===== config.mk =====
export PLATFORM = sky130hd
export DESIGN_NAME = can_rx_destuff_flat
export DESIGN_NICKNAME = d
export VERILOG_FILES = /design/src/rtl/can_rx_destuff_if.sv /design/src/rtl/can_rx_destuff.sv /design/src/flat_wrapper.sv
export SDC_FILE = /design/constraint.sdc
export NUM_CORES = 1
export LEC_CHECK = 0
export BUFFER_PORTS_ARGS = -buffer_cell sky130_fd_sc_hd__buf_2
export CORE_UTILIZATION = 35
export DETAILED_ROUTE_END_ITERATION = 7
export GPL_ROUTABILITY_DRIVEN = 0
export SLEW_MARGIN = 20
export SYNTH_ARGS = -nofsm -noshare
export SYNTH_HDL_FRONTEND = slang
export SYNTH_SLANG_ARGS = --single-unit

===== constraint.sdc =====
create_clock -name clock -period 1.8 [get_ports clock]
set_input_delay 0 -clock clock [delete_from_list [all_inputs] [get_ports clock]]
set_output_delay 0 -clock clock [all_outputs]
set_load 0.02 [all_outputs]

===== src/rtl/can_rx_destuff_if.sv =====
// Bus between the bit sampler / frame decoder and the receive destuffer.
interface can_rx_destuff_if;
  logic       destuff_en;
  logic       sample_valid;
  logic       rx_bit;
  logic       bit_out;
  logic       bit_out_valid;
  logic       stuff_drop;
  logic       stuff_error;
  logic [7:0] data_byte;
  logic       byte_valid;

  // Driver side: upstream sampler plus frame-decoder enable
  modport master (
    output destuff_en, sample_valid, rx_bit,
    input  bit_out, bit_out_valid, stuff_drop, stuff_error, data_byte, byte_valid
  );

  // Destuffer side
  modport slave (
    input  destuff_en, sample_valid, rx_bit,
    output bit_out, bit_out_valid, stuff_drop, stuff_error, data_byte, byte_valid
  );
endinterface


===== src/rtl/can_rx_destuff.sv =====
// CAN receive bit destuffer and MSB-first byte assembler.
// All state updates on the falling edge of clock.
module can_rx_destuff #(
  parameter int unsigned STUFF_LEN = 5
) (
  input logic          clock,
  input logic          reset_n,
  can_rx_destuff_if.slave bus
);

  localparam logic [2:0] LP_LEN = 3'(STUFF_LEN);

  typedef enum logic [2:0] {
    S_IDLE,
    S_FIRST,
    S_RUN,
    S_EXPECT,
    S_ERROR
  } state_t;

  state_t     r_state, w_state_nxt;
  logic       r_last_bit, w_last_bit;
  logic [2:0] r_run_cnt, w_run_cnt;
  logic [2:0] r_bit_idx, w_bit_idx;
  logic [7:0] r_shift, w_shift;
  logic [7:0] r_data_byte, w_data_byte;
  logic       r_bit_out, w_bit_out;
  logic       r_bit_vld, w_bit_vld;
  logic       r_drop, w_drop;
  logic       r_err, w_err;
  logic       r_byte_vld, w_byte_vld;
  logic       w_emit;
  logic       w_emit_bit;

  // State and output registers
  always_ff @(negedge clock or negedge reset_n) begin
    if (!reset_n) begin
      r_state     <= S_IDLE;
      r_last_bit  <= 1'b0;
      r_run_cnt   <= '0;
      r_bit_idx   <= '0;
      r_shift     <= '0;
      r_data_byte <= '0;
      r_bit_out   <= 1'b0;
      r_bit_vld   <= 1'b0;
      r_drop      <= 1'b0;
      r_err       <= 1'b0;
      r_byte_vld  <= 1'b0;
    end else begin
      r_state     <= w_state_nxt;
      r_last_bit  <= w_last_bit;
      r_run_cnt   <= w_run_cnt;
      r_bit_idx   <= w_bit_idx;
      r_shift     <= w_shift;
      r_data_byte <= w_data_byte;
      r_bit_out   <= w_bit_out;
      r_bit_vld   <= w_bit_vld;
      r_drop      <= w_drop;
      r_err       <= w_err;
      r_byte_vld  <= w_byte_vld;
    end
  end

  // Next-state, run tracking and byte assembly
  always_comb begin
    w_state_nxt = r_state;
    w_last_bit  = r_last_bit;
    w_run_cnt   = r_run_cnt;
    w_bit_idx   = r_bit_idx;
    w_shift     = r_shift;
    w_data_byte = r_data_byte;
    w_bit_out   = r_bit_out;
    w_bit_vld   = 1'b0;
    w_drop      = 1'b0;
    w_err       = r_err;
    w_byte_vld  = 1'b0;
    w_emit      = 1'b0;
    w_emit_bit  = 1'b0;

    if (!bus.destuff_en) begin
      // Disable wins over any sample; data_byte is kept
      w_state_nxt = S_IDLE;
      w_last_bit  = 1'b0;
      w_run_cnt   = '0;
      w_bit_idx   = '0;
      w_shift     = '0;
      w_err       = 1'b0;
    end else begin
      unique case (r_state)
        S_IDLE: w_state_nxt = S_FIRST;
        S_FIRST: begin
          if (bus.sample_valid) begin
            w_emit      = 1'b1;
            w_emit_bit  = bus.rx_bit;
            w_last_bit  = bus.rx_bit;
            w_run_cnt   = 3'd1;
            w_state_nxt = (LP_LEN == 3'd1) ? S_EXPECT : S_RUN;
          end
        end
        S_RUN: begin
          if (bus.sample_valid) begin
            w_emit     = 1'b1;
            w_emit_bit = bus.rx_bit;
            if (bus.rx_bit == r_last_bit) begin
              w_run_cnt = r_run_cnt + 3'd1;
            end else begin
              w_run_cnt  = 3'd1;
              w_last_bit = bus.rx_bit;
            end
            w_state_nxt = (w_run_cnt == LP_LEN) ? S_EXPECT : S_RUN;
          end
        end
        S_EXPECT: begin
          if (bus.sample_valid) begin
            if (bus.rx_bit != r_last_bit) begin
              // Stuff bit opens the next run
              w_drop      = 1'b1;
              w_last_bit  = bus.rx_bit;
              w_run_cnt   = 3'd1;
              w_state_nxt = (LP_LEN == 3'd1) ? S_EXPECT : S_RUN;
            end else begin
              w_err       = 1'b1;
              w_state_nxt = S_ERROR;
            end
          end
        end
        S_ERROR: w_state_nxt = S_ERROR;
        default: w_state_nxt = S_IDLE;
      endcase

      if (w_emit) begin
        w_bit_out = w_emit_bit;
        w_bit_vld = 1'b1;
        w_shift   = {r_shift[6:0], w_emit_bit};
        w_bit_idx = r_bit_idx + 3'd1;
        if (r_bit_idx == 3'd7) begin
          w_data_byte = {r_shift[6:0], w_emit_bit};
          w_byte_vld  = 1'b1;
        end
      end
    end
  end

  assign bus.bit_out       = r_bit_out;
  assign bus.bit_out_valid = r_bit_vld;
  assign bus.stuff_drop    = r_drop;
  assign bus.stuff_error   = r_err;
  assign bus.data_byte     = r_data_byte;
  assign bus.byte_valid    = r_byte_vld;

endmodule


===== src/flat_wrapper.sv =====
// flat-port wrapper written by rule: the top's interface ports become plain ports
module can_rx_destuff_flat 
#(
  parameter int unsigned STUFF_LEN = 5
)
  (clock, reset_n, bus_destuff_en, bus_sample_valid, bus_rx_bit, bus_bit_out, bus_bit_out_valid, bus_stuff_drop, bus_stuff_error, bus_data_byte, bus_byte_valid);
  can_rx_destuff_if bus_i ();
  input logic clock;
  input logic reset_n;
  input wire logic [$bits(bus_i.destuff_en)-1:0] bus_destuff_en;
  input wire logic [$bits(bus_i.sample_valid)-1:0] bus_sample_valid;
  input wire logic [$bits(bus_i.rx_bit)-1:0] bus_rx_bit;
  output wire logic [$bits(bus_i.bit_out)-1:0] bus_bit_out;
  output wire logic [$bits(bus_i.bit_out_valid)-1:0] bus_bit_out_valid;
  output wire logic [$bits(bus_i.stuff_drop)-1:0] bus_stuff_drop;
  output wire logic [$bits(bus_i.stuff_error)-1:0] bus_stuff_error;
  output wire logic [$bits(bus_i.data_byte)-1:0] bus_data_byte;
  output wire logic [$bits(bus_i.byte_valid)-1:0] bus_byte_valid;
  assign bus_i.destuff_en = bus_destuff_en;
  assign bus_i.sample_valid = bus_sample_valid;
  assign bus_i.rx_bit = bus_rx_bit;
  assign bus_bit_out = bus_i.bit_out;
  assign bus_bit_out_valid = bus_i.bit_out_valid;
  assign bus_stuff_drop = bus_i.stuff_drop;
  assign bus_stuff_error = bus_i.stuff_error;
  assign bus_data_byte = bus_i.data_byte;
  assign bus_byte_valid = bus_i.byte_valid;
  can_rx_destuff #(.STUFF_LEN(STUFF_LEN)) u_core (.clock(clock), .reset_n(reset_n), .bus(bus_i));
endmodule

**Yosys cells after proc, flatten, opt, wreduce, memory -nomap -nowiden**

Cells that the tools add are included.

- Output and inout port bits: 13
- Register bits after elaboration: 30
- Bits of input ports: 5
- Logic and storage cells: 85

- Eq/ne operators: 18
- Add/sub/neg operators: 2
- Reduce and logical (&&, ||, !) cells: 8
- Mux-type cells: 46

Operators by type and width:

| cell | count |
|---|---|
| $mux W3 | 16 |
| $mux W1 | 25 |
| $pmux W3 S5 | 1 |
| $mux W7 | 2 |
| $ne A3 B3 Y1 const B | 4 |
| $eq A3 B3 Y1 const B | 3 |
| $pmux W3 S3 | 1 |
| $reduce_and A3 Y1 | 3 |
| $add A3 B1 Y3 const B | 2 |
| $eq A3 B2 Y1 const B | 2 |
| $ne A2 B1 Y1 const B | 3 |
| $reduce_and A6 Y1 | 1 |
| $reduce_and A5 Y1 | 1 |
| $ne A4 B1 Y1 const B | 1 |
| $eq A3 B1 Y1 const B | 1 |
| $logic_not A3 Y1 | 1 |
| $ne A3 B2 Y1 const B | 1 |
| $pmux W1 S3 | 1 |
| $ne A2 B2 Y1 const B | 1 |
| $reduce_and A2 Y1 | 1 |
| $reduce_or A2 Y1 | 1 |
| $eq A1 B1 Y1 | 1 |
| $ne A1 B1 Y1 | 1 |

**Longest topological paths before layout**

- Depth after elaboration: 10
- Gate-level depth with buffers: 5
- Gate-level depth less buffers: 4

==> results.sh <==
export IMPL_status="completed"
export IMPL_critical_path_max_stage_delay_ns=0.41
export IMPL_post_cts_resized_instances=0
export IMPL_crit_path_start_kind="flop"
export IMPL_grt_usage_pct=14.1
export IMPL_timing_critical_path_arrival_ns=1.76
export IMPL_fin_area_um2=1690
export IMPL_grt_first_pass_wirelength_um=4160
export IMPL_htreeDepth=2
export IMPL_clkTransAtPathRegs_ns=0.05
export IMPL_top_area_cell_type_share_of_the_netlist_area_pct=58.0
export IMPL_timing_max_cap_violations=0
export IMPL_peakVddDrop_v=0.000652
export IMPL_antennaDiodeCount=0
export IMPL_post_route_cells_drive_above_1_share_pct=38.9
export IMPL_netlist_cell_type_count=30
export IMPL_cts_buffer_depth=2
export IMPL_placed_area_um2=1550
export IMPL_dpl_hpwl_um=1690
export IMPL_placeableCoreArea_um2=3440
export IMPL_cpLargestDelayFamily="flip-flops"
export IMPL_chipHeight_um=62.8
export IMPL_cts_buffer_count=5
export IMPL_r2r_setup_slack_ns=0.22
export IMPL_cts_tree="done"
export IMPL_postRouteAntennaNets=0
export IMPL_synth_seq_area_share_pct=58.0
export IMPL_worstSetupStartpoint="u_core.bus.data_byte[1]"
export IMPL_initial_core_util_pct=37.6
export IMPL_switching_share_pct=21.4
export IMPL_transition_at_the_pin_with_the_smallest_max_transition_slack_ns=0.374
export IMPL_synth_cells=96
export IMPL_comb_power_share_pct=9.8
export IMPL_synth_seq_cells=30
export IMPL_dieWidth_um=62.8
export IMPL_timing_critical_path_to_type="output pin"
export IMPL_clock_skew_ns=0.00333
export IMPL_rsz_0062_raised_after_global_routing="false"
export IMPL_cp_required_ns=1.80
export IMPL_vias=883
export IMPL_async_flop_share_pct=100
export IMPL_io_buffer_count=17
export IMPL_capturing_instance_or_port_of_the_critical_path="bus_data_byte[1]"
export IMPL_syn2layout_area_growth_pct=30.8
export IMPL_crit_type="flop to output pin"
export IMPL_synthMostInstantiatedCell="sky130_fd_sc_hd__dfrtn_1"
export IMPL_nets=138
export IMPL_ys_dominant_reg_cell="sky130_fd_sc_hd__dfrtn_1"
export IMPL_total_leakage_power_uw=0.000893
export IMPL_grt_max_degree=18
export IMPL_io_count=18
export IMPL_synth_common_cells="30 x sky130_fd_sc_hd__dfrtn_1, 9 x sky130_fd_sc_hd__a22o_1, 8 x sky130_fd_sc_hd__mux2_4"
export IMPL_syn_area_um2=1290
export IMPL_iteration_0_drc_markers=21
export IMPL_timing_critical_path_fanout_max=2
export IMPL_synth_area_leader_cell="sky130_fd_sc_hd__dfrtn_1"
export IMPL_worstPathCellList="buf_2"
export IMPL_wirelength_um=2400
export IMPL_drc=0
export IMPL_postCtsSetupBuffers=0
export IMPL_power_frac_seq_pct=41.6
export IMPL_hp_class="input port to async pin"
export IMPL_number_of_buffers_inserted_for_hold_repair_after_clock_tree_synthesis=0
export IMPL_gr_total_overflow=0
export IMPL_post_drt_wl_per_cell_um=13.6
export IMPL_final_max_slew_viol_count=0
export IMPL_routed_via_count_divided_by_cell_count=4.99
export IMPL_worst_path_max_delay_cell="sky130_fd_sc_hd__dfrtn_1"
export IMPL_cp_depth=1
export IMPL_total_switching_power_uw=373
export IMPL_fin_cells=177
export IMPL_rr_startpoint="u_core.r_state[0]"
export IMPL_clock_tree_sinks=30
export IMPL_cellInternalPower_uw=1370
export IMPL_die_area_um2=3950
export IMPL_setup_violations_final=0
export IMPL_clock_insertion_delay_worst_skew_ns=0.29
export IMPL_number_of_antenna_violations_at_the_first_check_in_global_routing=0
export IMPL_placement_rows=21
export IMPL_synth_top_cells_by_area="sky130_fd_sc_hd__dfrtn_1 58%, sky130_fd_sc_hd__mux2_4 9.3%, sky130_fd_sc_hd__a22o_1 6.1%"
export IMPL_total_count_of_hold_check_failures_in_the_final_report=0
export IMPL_p_clk_share_pct=48.5
export IMPL_max_slew_margin_rel_pct=75.1
export IMPL_syn_num_nets=104
export IMPL_synth_avg_cell_area_um2=13.5
export IMPL_first_global_vias=932
export IMPL_clockRootBuffer="sky130_fd_sc_hd__clkbuf_8"
export IMPL_drt_pre_antenna_iters=4
export IMPL_cp_num_buf_inv=1
export IMPL_regToRegEndpoint="u_core.bus.data_byte[5]"
export IMPL_ys_warnings_count=0
export IMPL_place_detailed_instances=169
export IMPL_worst_r2r_cell_count=4
export IMPL_synth_edff_count=0
export IMPL_p_per_area_nw_per_um2=1030
==> metrics by stage <==
stage               TNS (ns)  util [%]  hold slack (ns)  worst slack [ns]  total power, uW
finish                     0      49.2            0.400            0.0352             1740
CTS                        0      49.1            0.403            0.0238             1760
floorplan             -0.328         -            0.403           -0.0410              829
global route               0      49.2            0.414           0.00193             1820
detailed placement     -2.91      45.0            0.437            -0.149              911
global placement       -2.56      45.0            0.421            -0.139              906
==> how the worst min path moves through the flow <==
stage / start / end / slack, ns / cells after the start
finish: reset_n / u_core.bus.data_byte[0] / 0.40 / 1
floorplan: u_core.r_run_cnt[0] / u_core.r_run_cnt[0] / 0.40 / 1
detailed placement: u_core.bus.stuff_error / u_core.bus.stuff_error / 0.44 / 1
global placement: u_core.r_run_cnt[0] / u_core.r_run_cnt[0] / 0.42 / 1
global route: reset_n / u_core.bus.data_byte[3] / 0.41 / 1
CTS: reset_n / u_core.bus.data_byte[3] / 0.40 / 1
==> placed cells by master (no fill, tap or decap), types with 3 or more instances in the layout <==
| master | instances |
|---|---|
| sky130_fd_sc_hd__dfrtn_1 | 30 |
| sky130_fd_sc_hd__buf_2 | 16 |
| sky130_fd_sc_hd__buf_4 | 12 |
| sky130_fd_sc_hd__a22o_1 | 9 |
| sky130_fd_sc_hd__mux2_4 | 8 |
| sky130_fd_sc_hd__nor2_1 | 7 |
| sky130_fd_sc_hd__clkbuf_8 | 6 |
| sky130_fd_sc_hd__nand2b_1 | 3 |
| sky130_fd_sc_hd__nand2_1 | 3 |
| sky130_fd_sc_hd__ha_1 | 3 |
==> routing by layer <==
metal,vias up,track usage (%),share of wire [%]
met3,4,6.02,4.3
li1,413,-,-
met2,29,22.8,50
met5,-,0,0
met4,0,4.94,1.4
met1,437,16.6,45
==> cell families (layout without fill, tap and decap cells) <==
family / after synthesis / count (layout) / share of synthesized area, %
flops: 30 / 30 / 58.0
simple gates: 27 / 27 / 12.6
compound gates: 18 / 18 / 11.6
mux: 10 / 10 / 10.9
xor+xnor: 4 / 4 / 2.71
buf+inv: 4 / 39 / 1.35
fa+ha+maj: 3 / 3 / 2.90
==> power groups by stage <==
| stage | combinational, uW | clock (uW) | sequential, uW |
|---|---|---|---|
| after detailed placement | 174 | 0 | 737 |
| after global placement | 170 | 0 | 736 |
| after floorplan | 87.0 | 0 | 742 |
| after CTS | 175 | 865 | 726 |
| final | 172 | 846 | 726 |
| after global routing | 189 | 905 | 728 |
==> area by class of cell <==
cell class                 count  area [um^2]
fill                         306         1750
sequential                    30          751
multi-input combinational     62          546
timing repair buffer          29          190
clock buffer                   6         82.6
clock inverter                 2         60.1
tap                           46         57.6
inverter                       2         7.51
==> sequential cells by signal, summed over array words and instances (netlist names) <==
signal and count:
u_core.bus.stuff_error 1, u_core.r_shift 7, u_core.r_bit_idx 3, u_core.r_run_cnt 3, u_core.bus.byte_valid 1, u_core.bus.bit_out 1
u_core.r_state 3, u_core.bus.data_byte 8, u_core.bus.stuff_drop 1, u_core.r_last_bit 1, u_core.bus.bit_out_valid 1
Power figures use the tool's default switching activity.
